==> src/rtl/pc_irq_gen.sv <==
// pc_irq_gen: per-channel PC-triggered interrupt stimulus generator.
// Each channel watches the instruction-address bus and raises its irq line
// after a programmable delay. The line then stays high for a programmable
// width (pulse mode) or until it is acknowledged (level mode).
module pc_irq_gen #(
  parameter int N_CH   = 6,
  parameter int ADDR_W = 32,
  parameter int CNT_W  = 8
) (
  input  logic                     clk,
  input  logic                     reset_n,
  input  logic [ADDR_W-1:0]        addr,
  input  logic                     en,
  input  logic                     clr,
  input  logic [N_CH*ADDR_W-1:0]   trig_pc,
  input  logic [N_CH*CNT_W-1:0]    delay,
  input  logic [N_CH*CNT_W-1:0]    hold,
  input  logic [2*N_CH-1:0]        mode,
  input  logic [N_CH-1:0]          ack,
  output logic [N_CH-1:0]          irq,
  output logic [N_CH-1:0]          fired,
  output logic                     busy
);

  typedef enum logic [1:0] {IDLE, WAIT, ASSERT, DONE} state_t;

  state_t           state_q [N_CH];
  state_t           state_d [N_CH];
  logic [CNT_W-1:0] cnt_q   [N_CH];
  logic [CNT_W-1:0] cnt_d   [N_CH];
  logic [N_CH-1:0]  pend_q, pend_d;
  logic [N_CH-1:0]  irq_d, fired_d;

  // Next-state, counter and pending-flag logic for every channel.
  always_comb begin
    logic             match, rearm, level, leave, pend_eff;
    logic [CNT_W-1:0] dly, hld, hld1;
    match    = 1'b0;
    rearm    = 1'b0;
    level    = 1'b0;
    leave    = 1'b0;
    pend_eff = 1'b0;
    dly      = '0;
    hld      = '0;
    hld1     = '0;
    pend_d   = pend_q;
    irq_d    = '0;
    fired_d  = '0;
    for (int unsigned i = 0; i < N_CH; i++) begin
      state_d[i] = state_q[i];
      cnt_d[i]   = cnt_q[i];
      match    = en && (addr == trig_pc[i*ADDR_W +: ADDR_W]);
      rearm    = mode[2*i];
      level    = mode[2*i+1];
      dly      = delay[i*CNT_W +: CNT_W];
      hld      = hold[i*CNT_W +: CNT_W];
      hld1     = (hld == '0) ? CNT_W'(1) : hld;
      leave    = 1'b0;
      pend_eff = 1'b0;
      case (state_q[i])
        IDLE: begin
          if (match) begin
            if (dly == '0) begin
              state_d[i] = ASSERT;
              cnt_d[i]   = hld1;
            end else begin
              state_d[i] = WAIT;
              cnt_d[i]   = dly;
            end
          end
        end
        WAIT: begin
          if (match && rearm) pend_d[i] = 1'b1;
          if (cnt_q[i] <= CNT_W'(1)) begin
            state_d[i] = ASSERT;
            cnt_d[i]   = hld1;
          end else begin
            cnt_d[i] = cnt_q[i] - CNT_W'(1);
          end
        end
        ASSERT: begin
          // A match on the exit cycle is consumed immediately as the re-trigger,
          // so the pending flag is never left set in IDLE.
          pend_eff  = pend_q[i] | (match & rearm);
          pend_d[i] = pend_eff;
          leave     = level ? ack[i] : (cnt_q[i] <= CNT_W'(1));
          if (!leave) begin
            if (!level) cnt_d[i] = cnt_q[i] - CNT_W'(1);
          end else if (!rearm) begin
            state_d[i] = DONE;
            cnt_d[i]   = '0;
          end else if (pend_eff) begin
            // Re-trigger goes through WAIT so irq drops for at least one cycle.
            pend_d[i]  = 1'b0;
            state_d[i] = WAIT;
            cnt_d[i]   = (dly == '0) ? CNT_W'(1) : dly;
          end else begin
            state_d[i] = IDLE;
            cnt_d[i]   = '0;
          end
        end
        default: begin
        end
      endcase
      if (clr) begin
        state_d[i] = IDLE;
        cnt_d[i]   = '0;
        pend_d[i]  = 1'b0;
      end
      irq_d[i]   = (state_d[i] == ASSERT);
      fired_d[i] = !clr && (fired[i] || irq_d[i]);
    end
  end

  // Channel state, counters, flags and registered outputs.
  always_ff @(posedge clk or negedge reset_n) begin
    if (!reset_n) begin
      for (int unsigned i = 0; i < N_CH; i++) begin
        state_q[i] <= IDLE;
        cnt_q[i]   <= '0;
      end
      pend_q <= '0;
      irq    <= '0;
      fired  <= '0;
    end else begin
      for (int unsigned i = 0; i < N_CH; i++) begin
        state_q[i] <= state_d[i];
        cnt_q[i]   <= cnt_d[i];
      end
      pend_q <= pend_d;
      irq    <= irq_d;
      fired  <= fired_d;
    end
  end

  // Busy while any channel is counting down or asserting.
  always_comb begin
    busy = 1'b0;
    for (int unsigned i = 0; i < N_CH; i++) begin
      if (state_q[i] == WAIT || state_q[i] == ASSERT) busy = 1'b1;
    end
  end

endmodule
==> config.mk <==
export PLATFORM = sky130hd
export DESIGN_NAME = pc_irq_gen
export DESIGN_NICKNAME = d
export VERILOG_FILES = /design/src/rtl/pc_irq_gen.sv
export SDC_FILE = /design/constraint.sdc
export NUM_CORES = 1
export LEC_CHECK = 0
export ABC_CLOCK_PERIOD_IN_PS = 5600
export CAP_MARGIN = 10
export CORE_ASPECT_RATIO = 0.8
export CORE_MARGIN = 2
export CORE_UTILIZATION = 51
export CTS_CLUSTER_DIAMETER = 40
export DETAILED_ROUTE_END_ITERATION = 8
export PLACE_DENSITY = 0.89
export RECOVER_POWER = 50
export SKIP_CTS_REPAIR_TIMING = 1
export SLEW_MARGIN = 30
export SYNTH_ARGS = -nofsm -noshare
export SYNTH_HDL_FRONTEND = slang
export SYNTH_SLANG_ARGS = --single-unit
==> constraint.sdc <==
create_clock -name clk -period 5.6 [get_ports clk]
set_clock_uncertainty 0.2 [all_clocks]
set_input_delay 1.4 -clock clk [delete_from_list [all_inputs] [get_ports clk]]
set_output_delay 1.4 -clock clk [all_outputs]
set_load 0.02 [all_outputs]
# Word level (Yosys, flattened, before mapping)
# Cells that the tools add are included.
[totals]
reg_bits = 78
input_bits = 342
output_inout_bits = 13
[classes]
addsub = 6
order_cmp = 6
n_eq_ne = 42
n_mux = 156
bitwise_logic = 12
reduce_logical = 73
[ops]
columns = ["op", "n"]
rows = [
  ["two-way mux 8 bit", 60],
  ["equality test 32 bit", 6],
  ["one-hot mux 8 bit (3 select lines)", 6],
  ["zero test 8 bit", 12],
  ["two-way mux 2 bit", 36],
  ["<= comparator 8 x 1 -> 1 bit (second input constant)", 6],
  ["subtractor 8 x 1 -> 8 bit (second input constant)", 6],
  ["two-way mux 1 bit", 42],
  ["inequality test 3 bit (second input constant)", 12],
  ["one-hot mux 2 bit (3 select lines)", 6],
  ["equality test 2 bit (second input constant)", 12],
  ["inequality test 4 bit (second input constant)", 6],
  ["nonzero test 4 bit", 6],
  ["logical AND 1 bit", 18],
  ["AND reduction 3 bit", 6],
  ["nonzero test 3 bit", 6],
  ["equality test 2 x 1 -> 1 bit (second input constant)", 6],
  ["zero test 2 bit", 6],
  ["logical OR 1 bit", 12],
  ["one-hot mux 1 bit (2 select lines)", 6],
  ["AND reduction 2 bit", 6],
  ["bitwise AND 1 bit", 6],
  ["bitwise OR 1 bit", 6],
  ["zero test 1 bit", 1],
]

# Longest topological paths before layout
# Gate-level depths: netlist (run 1).
[depth]
depth_word = 12
ltp_mapped = 11

# Least setup slack after synthesis (run 1)
# OpenSTA, ideal clock, no wires.
[synth_timing]
path_type = "input-to-reg"
startpoint = "in addr[1]"
endpoint = "reg cnt_q[8] (netlist name)"
t_arrival_ns = 3.299
required_ns = 5.299
slack_ns = 2.000
stages = 9
n_path_buf = 2
cell_sequence = "buf_2 -> xor2_1 -> nor4_1 -> nand3_1 -> or3_1 -> buf_2 -> a221oi_4 -> nand2_1 -> o32ai_1"
[synth_between]
elab_chain_len = 9
elab_cells_between_ends = 11
cone_classes = "eq/ne: 2; mux: 5; bitwise: 2; reduce/logical: 2"
[synth_lines]
columns = ["item", "line", "rtl"]
rows = [
  ["from (decl)", "12", "input logic [ADDR_W-1:0] addr,"],
  ["equality test 32 bit *", "52", "match = en && (addr == trig_pc[i*ADDR_W +: ADDR_W]);"],
  ["logical AND 1 bit *", "52", ""],
  ["bitwise AND 1 bit", "84", "pend_eff = pend_q[i] | (match & rearm);"],
  ["bitwise OR 1 bit", "84", ""],
  ["two-way mux 8 bit", "92", "end else if (pend_eff) begin"],
  ["two-way mux 8 bit", "89", "end else if (!rearm) begin"],
  ["two-way mux 8 bit", "87", "if (!leave) begin"],
  ["one-hot mux 8 bit (3 select lines)", "60", "case (state_q[i])"],
  ["two-way mux 8 bit", "105", "if (clr) begin"],
  ["to (signal, indexed assignment)", "128", "cnt_q[i] <= cnt_d[i];"],
  ["to (decl)", "29", "logic [CNT_W-1:0] cnt_q [N_CH];"],
]
# Mark *: on every way between the ends. The rest lies on a longest branch, timed or not.
# A chain may end at the register's enable or synchronous reset.

# Final worst setup path (run 1)
[layout_timing]
startpoint = "in addr[31]"
endpoint = "reg cnt_q[8] (netlist name)"
# Same word-level chain as after synthesis.

==> results of run 1 <==
[how the worst max path moves through the flow]
stage / end / depth (start not counted) / from
floorplan: cnt_q[8] / 9 / addr[1]
global placement: cnt_q[11] / 8 / addr[31]
detailed placement: cnt_q[8] / 8 / addr[13]
CTS: cnt_q[8] / 8 / addr[13]
global route: cnt_q[8] / 8 / addr[13]
finish: cnt_q[8] / 8 / addr[31]
[cell type report]
type	instances	area share
antenna	5	0.0008746
clock buffer	9	0.01574
clock inverter	7	0.006297
inverter	67	0.01758
multi-input combinational	1098	0.5454
sequential	78	0.1364
tap	264	0.02309
timing repair buffer	369	0.2546
[power breakdown]
group / total [mW] / leakage [nW] / internal [mW] / switching, mW
logic: 2.55 / 4.20 / 1.06 / 1.49
registers: 0.774 / 1.08 / 0.654 / 0.119
clock network: 0.636 / 0.147 / 0.356 / 0.280
[sequential cells by signal, indices dropped and copies added (netlist names)]
register / cells
cnt_q: 48
fired: 6
irq: 6
pend_q: 6
state_q: 12
[per-layer routing]
metal  part of all wire  vias up  track usage  routed length (µm)
li1                   -     5562            -                   -
met1               0.39     5791       0.5245               17220
met2               0.44      857       0.6174               19440
met3               0.11      175      0.09122                4813
met4              0.057        0       0.2022                2494
met5                  0        -            0                   0
[worst register-to-register path: cells and delay by family (launching register included)]
| kind | cells | cell delay (ps) |
|---|---|---|
| buffers and inverters | 1 | 80 |
| AOI/OAI and AO/OA | 4 | 1250 |
| and+or+nand+nor | 2 | 1230 |
| DFF | 1 | 430 |
[stage by stage]
step	hold WS (ps)	area (µm²)	total power, mW	setup slack [ps]
global route	324.2	14300	4.197	901.2
global placement	273.1	13980	3.220	859.2
floorplan	289.4	10370	2.504	2000
CTS	299.4	14290	3.888	1114
finish	295.8	14310	3.956	1007
detailed placement	283.6	13980	3.242	753.0
[placed cells by master (no fill, tap or decap), drive strengths merged, types with 7 or more instances in the layout]
cell	netlist	routed
dfrtp	78	78
clkdlybuf4s50	0	346
a21o	15	15
nand3	40	40
a311oi	9	9
o21ai	47	47
and2	10	10
a41oi	7	7
o32ai	7	7
o31ai	10	10
inv	67	70
mux2i	9	9
or3	11	11
and3	9	9
a21oi	75	75
o41ai	9	9
clkbuf	38	11
nor2b	8	8
xnor2	107	107
a221oi	10	10
buf	46	15
nor2	78	78
or2	10	10
ha	36	36
o22ai	8	8
or4	16	16
a32o	15	15
nor3b	9	9
xor2	116	116
a211oi	38	38
o2bb2ai	11	11
nand2	86	86
a211o	17	17
a31oi	20	20
nand2b	12	12
nor3	44	44
nand4	23	23
o211ai	40	40
a31o	10	10
nor4	49	49
[logic make-up after synthesis]
| family | Yosys count |
|---|---|
| AND/OR/NAND/NOR | 424 |
| AO/OA/AOI/OAI | 402 |
| buffers and inverters | 151 |
| multiplexers | 13 |
| flip-flops | 78 |
| XOR/XNOR | 223 |
| adder cells (fa/ha/maj) | 36 |
==> results.yml, run 1 <==
run_status:
  run_status: "complete, but fails checks"
  violations: "capacitance limit, slew limit"
setup_path:
  crit_type: "input pin to register"
  critical_path.max_fanout: 7
  r2r_worst_path_depth: 7
  cp.buffers_inverters: 1
  worstPathRequired_ps: 5640
  critical_path_source_type: "input pin"
  r2r_start: "cnt_q[44]"
  endpoint_kind: "register"
  crit_slowest_cell: "sky130_fd_sc_hd__clkdlybuf4s50_1"
  crit_arrival_ps: 4630
  rr_endpoint: "cnt_q[45]"
  cpPeakStageDelay_ps: 650
  r2r_slack_ps: 2300
  worstPathCellList: "clkdlybuf4s50_1, xor2_1, nor4_1, nand4_1, or3_1, a221oi_4, nand2_1, o32ai_1"
  cell_family_with_most_cp_delay: "simple AND/OR/NAND/NOR gates"
logic_synthesis:
  synth_area_leaders: "sky130_fd_sc_hd__dfrtp_1, sky130_fd_sc_hd__xor2_1, sky130_fd_sc_hd__xnor2_1"
  avgSynthCellArea_um2: 7.817
  postSynth.topFlopCell: "sky130_fd_sc_hd__dfrtp_1"
  synth_compound_gate_area_share: 0.2890
  ys_warn_count: 0
  mappedNetlistNets: 1705
  synth_xor_area_frac: 0.1883
  synth.most_common_cell: "sky130_fd_sc_hd__xor2_1"
  synth-seq-area-share: 0.1882
  post_synth_num_cell_types: 81
  synth_seq_cells: 78
  async_sr_flop_fraction: 1.000
  synthTopCellsByCount: "sky130_fd_sc_hd__xor2_1, sky130_fd_sc_hd__xnor2_1, sky130_fd_sc_hd__nand2_1"
  post_synth_instance_area_um2: 10370
  synth-edff-count: 0
  post-synth-top-area-fraction: 0.1882
  synth_cells: 1327
  synth.area.mux_share: 0.01303
  yosysTopAreaCell: "sky130_fd_sc_hd__dfrtp_1"
  largest_family_of_logic_cells_by_synthesized_area: "compound AO/OA/AOI/OAI gates"
  synth_adder_area_share: 0.04342
  synth_simple_gate_area_share: 0.2177
timing:
  finalMaxSlewViolations: 44
  layout_worst_path_cycle_share: 0.8202
  grt_setup_unrepaired: "false"
  setup_tns_ps: 0
  setup_viol: 0
  maxSlewHeadroom: -0.7137
  worst_slew_pin_slew_ps: 2571
  timing.fmax_mhz: 217.7
  min_period_ps: 4593
  count_of_endpoints_failing_hold_in_the_final_timing_report: 0
cells_and_area:
  areaGrowthSynthToFinish_pct: 37.91
  multi_input_comb_area_um2: 7802
  fill_cells: 1602
  utilization: 0.7205
  nNetsFinal: 2001
  area.sequential_um2: 1952
  drive_above_1_share: 0.04668
  post_layout_nonfiller_instances: 1897
global_route:
  grt_use_total: 0.4008
  antenna_found_initial: 4
  via_count_of_the_first_global_routing_pass: 11920
  grt_start_max_net_pins: 44
  global_route.overflow_total: 0
  grt_pass1_wl_mm: 67.23
route:
  ant_nets: 0
  drt_pass1_iterations: 5
  route.vias.total: 12390
  drt-vias-per-instance: 6.529
  detail_route.iter0.violations: 1256
  drt-total-wl_mm: 43.97
  drc: 0
  routedWlPerCell_um: 23.18
cts:
  cts.path.max_buffers: 2
  clock_sink_count: 78
  clkTransAtPathRegs_ps: 70
  ctsHtreeMaxLevel: 3
  cts_tree: "done"
  worstSkewPairLatency_ps: 350
  cts_buffers: 9
  clk_root_buffer_cell: "sky130_fd_sc_hd__clkbuf_16"
floorplanning:
  placeableCoreArea_um2: 19860
  num_rows: 46
  initial_utilization: 0.5224
  i_o_pin_cnt: 355
  die_h_um: 131.6
  die_x_um: 163.5
  design.die.area_um2: 21510
power:
  power_per_cell_area_nw_per_um2: 276.5
  ir_drop_mv: 0.3868
  power_leakage_nw: 5.426
place:
  placement.io_buffers: 354
  gp_routability_congestion: 1.030
  dp_hpwl_mm: 34.85
  place_inst: 1876
hold_path:
  worstHoldEndpoint: "fired[3]"
  worst_hold_startpoint: "fired[3]"
  hold_path_depth: 1
  hp-class: "register to register"
run:
  drv.max_cap_violation_count: 1
(Power assumes the default switching activity.)
==> run 2, diff against run 1 <==
- ABC_CLOCK_PERIOD_IN_PS: 5600 -> 3900
- CORE_UTILIZATION: 51 -> 43
- PLACE_DENSITY: 0.89 -> 0.8
- clock period: 5.6 -> 3.9 ns (I/O delays scaled with it)
==> run 2 against run 1 <==
Net effect: the flow still finishes with violations (capacitance limit, slew limit); cell count is 7.0% higher; sequential power up 45%; flip-flop and latch count unchanged; die area rose by 18%; combinational power grew 50%; routed wire length is 3.5% higher; global-route usage decreased by 4.5 points; register-to-register slack lost 1500 ps; power rose by 47%; clock power increased by 41%; count of clock-buffer cells in the layout rose by 2; largest cell class unchanged; via count up 1.2%.
==> results.yml, run 2 (synthesized netlist as in run 1, its figures left out) <==
run_status:
  run_status: "complete, but fails checks"
  violations: "capacitance limit, slew limit"
place:
  postPlaceCellArea_um2: 14760
  place_inst: 2010
  placement.io_buffers: 354
  dp_hpwl_mm: 37.57
  gp_routability_congestion: 1.055
floorplanning:
  die_x_um: 177.7
  die_h_um: 142.9
  i_o_pin_cnt: 355
  num_rows: 50
  placeableCoreArea_um2: 23520
  design.die.area_um2: 25390
  initial_utilization: 0.4410
cells_and_area:
  layout.cells.most_common_list: "sky130_fd_sc_hd__clkdlybuf4s50_1, sky130_fd_sc_hd__xor2_1, sky130_fd_sc_hd__xnor2_1"
  nNetsFinal: 2087
  layout_commonest_cell: "sky130_fd_sc_hd__clkdlybuf4s50_1"
  drive_above_1_share: 0.09393
  post_layout_nonfiller_instances: 2030
  largest_register_ff_count: 48
  areaGrowthSynthToFinish_pct: 45.25
  regMostFlops: "cnt_q"
  layout_top_registers: "cnt_q: 48 flops, state_q: 12 flops"
  postLayoutCellArea_um2: 15070
cts:
  cts_tree: "done"
  clkTransAtPathRegs_ps: 60
  worstSkewPairLatency_ps: 350
  cts_buffers: 9
  ctsHtreeMaxLevel: 3
  clock_sink_count: 78
  cts.path.max_buffers: 2
  clk_root_buffer_cell: "sky130_fd_sc_hd__clkbuf_16"
hold_path:
  hp-class: "register to register"
setup_path:
  crit_type: "input pin to register"
  cp.buffers_inverters: 2
  critical_path.max_fanout: 7
  cell_family_with_most_cp_delay: "simple AND/OR/NAND/NOR gates"
  worstPathRequired_ps: 3940
  crit_arrival_ps: 3740
  critical_path_source_type: "input pin"
  endpoint_kind: "register"
  crit_slowest_cell: "sky130_fd_sc_hd__or3_1"
  worstPathCellList: "clkdlybuf4s50_1, xor2_1, nor4_1, buf_4, nand4_1, or3_1, a221oi_4, nor2_1, a32o_1"
  cpPeakStageDelay_ps: 550
timing:
  min_period_ps: 3701
  layout_worst_path_cycle_share: 0.9490
  timing.fmax_mhz: 270.2
  maxSlewHeadroom: -0.1667
  setup_viol: 0
  setup_tns_ps: 0
  finalMaxSlewViolations: 28
  hold_slack_ps: 312.3
  count_of_endpoints_failing_hold_in_the_final_timing_report: 0
  grt_setup_unrepaired: "false"
  worst_slew_pin_slew_ps: 1750
power:
  finalPower_mw: 5.829
  netSwitchingPower_mw: 2.738
  clock_power_share: 0.154
  power_per_cell_area_nw_per_um2: 386.9
  power_share_of_the_sequential_group: 0.192
  ir_drop_mv: 0.3398
  comb_power_share: 0.655
  power_leakage_nw: 5.865
  p_int_mw: 3.091
  power_switching_share: 0.4697
route:
  drt_pass1_iterations: 8
  drt-vias-per-instance: 6.173
  routedWlPerCell_um: 22.42
  ant_nets: 0
  route.vias.total: 12530
  drt-total-wl_mm: 45.51
  detail_route.iter0.violations: 1364
  drc: 0
global_route:
  antenna_found_initial: 4
  grt_start_max_net_pins: 44
  grt_pass1_wl_mm: 69.44
  via_count_of_the_first_global_routing_pass: 11870
  grt_use_total: 0.3555
  global_route.overflow_total: 0
run:
  drv.max_cap_violation_count: 1
[run 2: changes by cell type in the layout (fill, tap and decap cells not counted), sizes merged]
cell | previous run | this run
buf | 15 | 100
clkbuf | 11 | 14
clkinv | 1 | 2
diode | 5 | 4
inv | 70 | 67
[run 2: per-layer routing]
metal	GRT usage	vias to the layer above	part of all wire
met5	0	-	0.00033
met4	0.1100	2	0.033
met3	0.05937	88	0.091
met2	0.5641	745	0.45
met1	0.4929	5964	0.43
li1	-	5733	-
[run 2: power by group through the flow]
stage / clock network [mW] / logic [mW] / registers (mW)
after global routing: 0.927 / 4.15 / 1.14
after detailed placement: 0 / 3.73 / 1.12
after CTS: 0.896 / 3.76 / 1.11
final: 0.895 / 3.82 / 1.12
after floorplan: 0 / 2.50 / 1.10
after global placement: 0 / 3.70 / 1.12
[run 2: final cells by class]
class / count / area, µm²
fillers: 2098 / 8454
multi-input cells: 1098 / 7802
repair buffers: 455 / 4360
flip-flops and latches: 78 / 1952
well taps: 312 / 390.4
inverters: 67 / 251.5
clock buffers: 11 / 242.7
clock inverters: 5 / 58.81
diodes: 4 / 10.01
[run 2: final timing paths]
kind	slack, ps	from	endpoint	cells after the start
setup / recovery	200	addr[31]	cnt_q[15]	9
hold / removal	310	fired[3]	fired[3]	1
setup reg to reg	840	cnt_q[34]	cnt_q[39]	7
hold reg to reg	310	fired[3]	fired[3]	1
max in group asynchronous	1090	reset_n	cnt_q[24]	2
min in group asynchronous	890	reset_n	pend_q[1]	1
[run 2: per-stage QoR]
step	worst slack (ps)	util
floorplan	725.0	-
global placement	-190.5	0.6274
detailed placement	-217.6	0.6274
CTS	131.1	0.6402
global route	52.04	0.6405
finish	198.9	0.6406
